==> src/rtl/oled_refresh.sv <==
// Streams one full frame (8 pages x {3 command bytes, 128 RAM bytes}) to the OLED panel.
// Each byte is an 18-cycle SPI slot; RAM is read one slot ahead to hide its 1-cycle latency.
module oled_refresh #(
    parameter bit CONTINUOUS = 1'b0
) (
    input  logic       clk_1m,
    input  logic       RST_n,
    input  logic       initial_done,
    input  logic       refresh_start,
    output logic [9:0] ram_addr,
    input  logic [7:0] ram_data,
    output logic [3:0] spi_out,
    output logic       refresh_busy,
    output logic       refresh_done
);

    typedef enum logic [1:0] {StIdle, StCmd, StData, StDone} state_e;

    state_e      state_q, state_d;
    logic [4:0]  cyc_q, cyc_d;
    logic [1:0]  cmd_idx_q, cmd_idx_d;
    logic [2:0]  page_q, page_d;
    logic [6:0]  col_q, col_d;
    logic [7:0]  byte_q, byte_d;
    logic [9:0]  addr_q, addr_d;

    logic        nxt_data, last_byte;
    logic [2:0]  nxt_page;
    logic [6:0]  nxt_col;
    logic [1:0]  nxt_cmd_idx;
    logic [7:0]  nxt_cmd_byte;
    logic [2:0]  bit_sel;
    logic        dc;

    // Identify the byte that follows the one currently being shifted out.
    always_comb begin
        nxt_data    = 1'b0;
        last_byte   = 1'b0;
        nxt_page    = page_q;
        nxt_col     = 7'd0;
        nxt_cmd_idx = 2'd0;
        if (state_q == StCmd) begin
            if (cmd_idx_q == 2'd2) begin
                nxt_data = 1'b1;
            end else begin
                nxt_cmd_idx = cmd_idx_q + 2'd1;
            end
        end else if (state_q == StData) begin
            if (col_q != 7'd127) begin
                nxt_data = 1'b1;
                nxt_col  = col_q + 7'd1;
            end else if (page_q != 3'd7) begin
                nxt_page = page_q + 3'd1;
            end else begin
                last_byte = 1'b1;
            end
        end
        case (nxt_cmd_idx)
            2'd0:    nxt_cmd_byte = {5'b10110, nxt_page};
            2'd1:    nxt_cmd_byte = 8'h00;
            default: nxt_cmd_byte = 8'h10;
        endcase
    end

    always_comb begin
        state_d   = state_q;
        cyc_d     = cyc_q;
        cmd_idx_d = cmd_idx_q;
        page_d    = page_q;
        col_d     = col_q;
        byte_d    = byte_q;
        addr_d    = addr_q;
        unique case (state_q)
            StIdle: begin
                if (refresh_start && initial_done) begin
                    state_d = StCmd;
                    byte_d  = 8'hB0;
                end
            end
            StCmd, StData: begin
                if (!initial_done) begin
                    state_d   = StIdle;
                    cyc_d     = 5'd0;
                    cmd_idx_d = 2'd0;
                    page_d    = 3'd0;
                    col_d     = 7'd0;
                end else begin
                    cyc_d = (cyc_q == 5'd17) ? 5'd0 : cyc_q + 5'd1;
                    if (cyc_q == 5'd15 && nxt_data) begin
                        addr_d = {nxt_page, nxt_col};
                    end
                    if (cyc_q == 5'd17) begin
                        if (last_byte) begin
                            state_d   = StDone;
                            cmd_idx_d = 2'd0;
                            page_d    = 3'd0;
                            col_d     = 7'd0;
                        end else begin
                            state_d   = nxt_data ? StData : StCmd;
                            cmd_idx_d = nxt_cmd_idx;
                            page_d    = nxt_page;
                            col_d     = nxt_col;
                            byte_d    = nxt_data ? ram_data : nxt_cmd_byte;
                        end
                    end
                end
            end
            StDone: begin
                if (CONTINUOUS && initial_done) begin
                    state_d = StCmd;
                    byte_d  = 8'hB0;
                end else begin
                    state_d = StIdle;
                end
            end
            default: state_d = StIdle;
        endcase
    end

    always_ff @(posedge clk_1m or negedge RST_n) begin
        if (!RST_n) begin
            state_q   <= StIdle;
            cyc_q     <= 5'd0;
            cmd_idx_q <= 2'd0;
            page_q    <= 3'd0;
            col_q     <= 7'd0;
            byte_q    <= 8'h00;
            addr_q    <= 10'd0;
        end else begin
            state_q   <= state_d;
            cyc_q     <= cyc_d;
            cmd_idx_q <= cmd_idx_d;
            page_q    <= page_d;
            col_q     <= col_d;
            byte_q    <= byte_d;
            addr_q    <= addr_d;
        end
    end

    // Slot cycle 2k carries bit 7-k; odd cycles raise sclk with sdin held.
    always_comb begin
        bit_sel      = 3'd7 - cyc_q[3:1];
        dc           = (state_q == StData);
        refresh_busy = (state_q == StCmd) || (state_q == StData);
        refresh_done = (state_q == StDone);
        ram_addr     = addr_q;
        spi_out      = 4'b1000;
        if (refresh_busy) begin
            if (cyc_q < 5'd16) begin
                spi_out = {1'b0, dc, cyc_q[0], byte_q[bit_sel]};
            end else begin
                spi_out = {1'b1, dc, 2'b00};
            end
        end
    end

endmodule

==> config.mk <==
export PLATFORM = sky130hd
export DESIGN_NAME = oled_refresh
export DESIGN_NICKNAME = d
export VERILOG_FILES = /design/src/rtl/oled_refresh.sv
export SDC_FILE = /design/constraint.sdc
export NUM_CORES = 1
export LEC_CHECK = 0
export ABC_AREA = 1
export ABC_CLOCK_PERIOD_IN_PS = 4019
export CELL_PAD_IN_SITES_DETAIL_PLACEMENT = 0
export CELL_PAD_IN_SITES_GLOBAL_PLACEMENT = 1
export CORE_MARGIN = 3
export CORE_UTILIZATION = 43
export CTS_BUF_LIST = sky130_fd_sc_hd__clkbuf_16
export DETAILED_ROUTE_END_ITERATION = 10
export GPL_ROUTABILITY_DRIVEN = 1
export PLACE_DENSITY_LB_ADDON = 0.2
export SETUP_SLACK_MARGIN = 0.4
export SLEW_MARGIN = 20
export SYNTH_ARGS = -nofsm -noshare
export SYNTH_HDL_FRONTEND = slang
export SYNTH_SLANG_ARGS = --single-unit
==> constraint.sdc <==
create_clock -name clk_1m -period 4.02 [get_ports clk_1m]
set_clock_uncertainty 0.1 [all_clocks]
set_input_delay 1.005 -clock clk_1m [delete_from_list [all_inputs] [get_ports clk_1m]]
set_output_delay 1.005 -clock clk_1m [all_outputs]
set_load 0.005 [all_outputs]
### Yosys cells after proc, flatten, opt, wreduce, memory -nomap -nowiden

Cells that the tools add are included.

| cells by class | value |
|---|---|
| $add $sub $neg | 5 |
| $lt $le $gt $ge | 2 |
| equality and inequality tests | 15 |
| multiplexer cells | 45 |
| reductions and logical operators | 11 |

Operators with widths:

| operator | number |
|---|---|
| 7-bit 2-to-1 mux | 6 |
| 8-bit 2-to-1 mux | 5 |
| 8-bit one-hot mux with 2 select lines | 2 |
| 3-bit 2-to-1 mux | 7 |
| 2-bit 2-to-1 mux | 10 |
| 5-bit 2-to-1 mux | 2 |
| 1-bit 2-to-1 mux | 9 |
| 4-bit 2-to-1 mux | 2 |
| 2-bit != test (second input constant) | 4 |
| 7-bit by 1-bit adder with 7-bit output (second input constant) | 1 |
| 7-bit != test (second input constant) | 1 |
| 2-bit equality test (second input constant) | 3 |
| 3-bit != test (second input constant) | 2 |
| 2-bit one-hot mux with 3 select lines | 1 |
| 5-bit by 1-bit adder with 5-bit output (second input constant) | 1 |
| 5-bit by 4-bit equality test with 1-bit output (second input constant) | 1 |
| 5-bit equality test (second input constant) | 1 |
| 5-bit < comparator (second input constant) | 1 |
| 5-bit AND reduction | 1 |
| 2-bit by 1-bit equality test with 1-bit output (second input constant) | 2 |
| 2-bit logical NOT | 2 |
| 3-bit by 4-bit < comparator with 1-bit output (second input constant) | 1 |
| 2-bit AND reduction | 2 |
| 3-bit by 1-bit adder with 3-bit output (second input constant) | 1 |
| other kinds (9) | 10 |

| storage, ports and cells | value |
|---|---|
| flip-flop bits (word level) | 37 |
| input port bits | 12 |
| output and inout bits | 16 |
| logic and storage cells | 85 |

### Longest topological paths before layout

| logic depth | value |
|---|---|
| word-level depth | 11 |
| depth in mapped cells | 12 |

### Least setup slack after synthesis

OpenSTA, ideal clock, no wires.

| timing path | value |
|---|---|
| path type | register to output |
| start point | register state_q[0] |
| end point | output spi_out[0] |
| data arrival time | 1.323 ns |
| data required time | 2.915 ns |
| slack | 1.592 ns |
| stages on the path, launching flop included | 8 |
| path buffers | 1 |
| cells stage by stage | dfrtp_1 -> inv_1 -> ha_1 -> buf_2 -> inv_1 -> nor2_1 -> o21ai_0 -> nor2_1 |

| on the way | value |
|---|---|
| word-level cells in the longest chain between the ends | 3 |

RTL lines:

| item | RTL line | text |
|---|---|---|
| start, declared | 19 | `state_e state_q, state_d;` |
| start signal, assigned | 122 | `state_q <= StIdle;` |
| start signal, assigned | 130 | `state_q <= state_d;` |
| 2-bit by 1-bit equality test with 1-bit output or 2-bit equality test (tied branches) | 144 | `refresh_busy = (state_q == StCmd) \|\| (state_q == StData);` |
| 1-bit logical OR * | 144 |  |
| net refresh_busy | 13 | `output logic refresh_busy,` |
| 4-bit 2-to-1 mux * | 148 | `if (refresh_busy) begin` |
| end, declared | 12 | `output logic [3:0] spi_out,` |

The timed path passes the listed nets; every way through them passes the cells marked *.

### Worst setup path after layout

| timing path | value |
|---|---|
| start point | register state_q[0] |
| end point | output spi_out[0] |

| on the way | value |
|---|---|
| word-level cells in the longest chain between the ends | 3 |

RTL lines:

| item | RTL line |
|---|---|
| 2-bit by 1-bit equality test with 1-bit output or 2-bit equality test (tied branches) | 144 |
| 1-bit logical OR * | 144 |
| 4-bit 2-to-1 mux * | 148 |

Mark *: on every way between the ends. The rest lies on a longest branch, timed or not.

==> results.json <==
{
  "status": "completed",
  "grt_pass1_wl_um": 7920,
  "grt_antenna_before_repair": 0,
  "vias": 1692,
  "vdd.ir_drop.worst_uv": 258,
  "wire_per_inst_um": 13.5,
  "crit_type": "register to output pin",
  "async_reset_ff_share_pct": 100,
  "syn-num-nets": 281,
  "drt_iter0_drc": 108,
  "crit_family": "buffers and inverters",
  "antenna_left": 0,
  "max_stage_delay_ps": 500,
  "power_density_nw_per_um2": 519,
  "dpl.hpwl_um": 3380,
  "grt_pass1_vias": 1667,
  "yosys_warnings": 0,
  "cts.clk_slew.worst_paths_ps": 50,
  "final_core_util_pct": 55.8,
  "die-width_um": 74.9,
  "portBuffers": 27,
  "cts_tree": "yes",
  "post-place-ws_ps": 1200,
  "post_cts_buffers": 0,
  "core_um2": 4470,
  "hold_buffers": 0,
  "cp-end-kind": "output pin",
  "fp.dieH_um": 74.9,
  "maxCapViolations": 0,
  "tightest_slew_ps": 839,
  "mappedNetlistArea_um2": 2040,
  "setup_violations": 0,
  "fin_setup_tns_ps": 0,
  "seq_area_frac_synth_pct": 45.4,
  "critPathMaxFanout": 4,
  "netlist_instances": 259,
  "drc": 0,
  "crit_required_ps": 2910,
  "clock_latency_ps": 280,
  "rsz0062_at_grt": "false",
  "ctsLongestPathBuffers": 2,
  "io_pins": 28,
  "synth.distinct_cells": 25,
  "slew_headroom_pct": 44.1,
  "diodes": 0,
  "dr_wl_met3_um": 176,
  "avgSynthCellArea_um2": 7.87,
  "grt_use_total_pct": 19.0,
  "min_period_over_period_pct": 78.0,
  "viasPerCell": 4.96,
  "start_kind": "register",
  "cts_resized": 0,
  "gp_congestion": 0.843,
  "min_path_type": "register to register",
  "die_area_um2": 5610,
  "grt_max_degree": 38,
  "power_leakage_nw": 1.18,
  "place_area_um2": 2330,
  "clkSinkCount": 37,
  "finalMaxSlewViolations": 0,
  "slowest_stage": "clkdlybuf4s50_1",
  "min_period_ps": 3140,
  "fin_ws_ps": 884,
  "worstPathArrival_ps": 2030,
  "htree_levels": 2,
  "routed_wl_um": 4610,
  "max_clock_freq_ghz": 0.319,
  "rows": 24,
  "synth_seq_cells": 37,
  "num-nets-final": 310,
  "finalHoldViolCount": 0,
  "start_util_pct": 45.6,
  "first_pass_iters": 4,
  "final_cell_area_um2": 2500,
  "drive_gt1_share_pct": 7.27,
  "drt-met1-wl_um": 2350,
  "dr_wl_met2_um": 2040,
  "synth-main-ff-cell": "dfrtp_1",
  "cp_cell_sequence": "inv_1 -> ha_1 -> inv_1 -> nor2_1 -> o21ai_0 -> nor2_1 -> clkdlybuf4s50_1",
  "crit_buf_inv": 3,
  "cts_buffers": 5,
  "syn_to_final_growth_pct": 22.5,
  "top_layer_used": "met4",
  "grt-ovfl-total": 0,
  "root_buffer": "clkbuf_16",
  "synth_edf_count": 0
}
-- cells in the mapped netlist (2+ instances only) --
cell      n  area, um^2
buf_2     4        20.0
inv_2     2        7.51
inv_1    31         116
nand3_2   2        20.0
o22ai_1  10        62.6
nor2_1   22        82.6
nand3_1  15        75.1
a21oi_1   5        25.0
ha_1     10         125
dfrtp_1  37         926
nand2_1  79         297
nand2_2   4        25.0
buf_6     2        22.5
o21ai_0  25         125
-- layout by cell type (no fill, tap or decap), types with 4 or more instances in the layout --
master,instances
a21oi_1,5
o21ai_0,25
nor2_1,22
dfrtp_1,37
inv_1,32
o22ai_1,10
ha_1,10
nand3_1,15
clkbuf_16,5
nand2_1,79
nand2_2,4
clkdlybuf4s50_1,26
-- worst min-delay path: cells and delay by family, from the launching register on --
| kind | cells | cell delay [ps] |
|---|---|---|
| DFF | 1 | 340 |
| and+or+nand+nor | 2 | 110 |
-- cells by family after synthesis --
kind of cell             after synthesis  synth area share (%)
AND/OR/NAND/NOR                      127                  27.1
AO/OA/AOI/OAI                         43                  11.9
buffers and inverters                 39                  8.16
flip-flops                            37                  45.4
adder cells (fa/ha/maj)               10                  6.13
XOR/XNOR                               2                 0.859
multiplexers                           1                 0.491
-- power breakdown --
part           switching [mW]  internal, mW  total, mW
Clock                   0.149         0.288      0.437
Combinational           0.233         0.155      0.388
Sequential             0.0492         0.423      0.472
Total                   0.431         0.866       1.30
-- routing by layer --
layer,global-route usage [%],vias up
li1,-,887
met1,27.4,765
met2,27.5,35
met3,4.54,5
met4,7.51,0
met5,0,-
-- state kept, by name (all words and copies together), names as in the netlist --
name / cells
byte_q: 8
state_q: 2
col_q: 7
page_q: 3
cyc_q: 5
cmd_idx_q: 2
ram_addr: 10
-- path summary, 6_finish.rpt --
| kind | from | endpoint | slack [ps] | cells after the start |
|---|---|---|---|---|
| worst max-delay path | state_q[0] | spi_out[0] | 880 | 7 |
| worst min register to register | byte_q[2] | byte_q[2] | 380 | 2 |
| worst max register to register | state_q[0] | byte_q[3] | 1890 | 10 |
| worst min-delay path | byte_q[2] | byte_q[2] | 380 | 2 |
| max in group asynchronous | RST_n | byte_q[1] | 2570 | 1 |
| min in group asynchronous | RST_n | ram_addr[4] | 730 | 1 |
-- layout make-up --
type                    count  area, um^2
multi-input cells         183         947
inverters                  33         124
well taps                  52        65.1
clock inverters             3        37.5
fillers                   452        1980
clock buffers               5         125
repair buffers             28         273
flip-flops and latches     37         926
-- metrics by stage --
stage / hold WS (ps) / power [mW] / instances
floorplan: 344 / 0.721 / 259
global placement: 363 / 0.863 / 333
detailed placement: 365 / 0.864 / 333
CTS: 381 / 1.31 / 341
global route: 406 / 1.39 / 341
finish: 377 / 1.30 / 341
(Power assumes the default switching activity.)
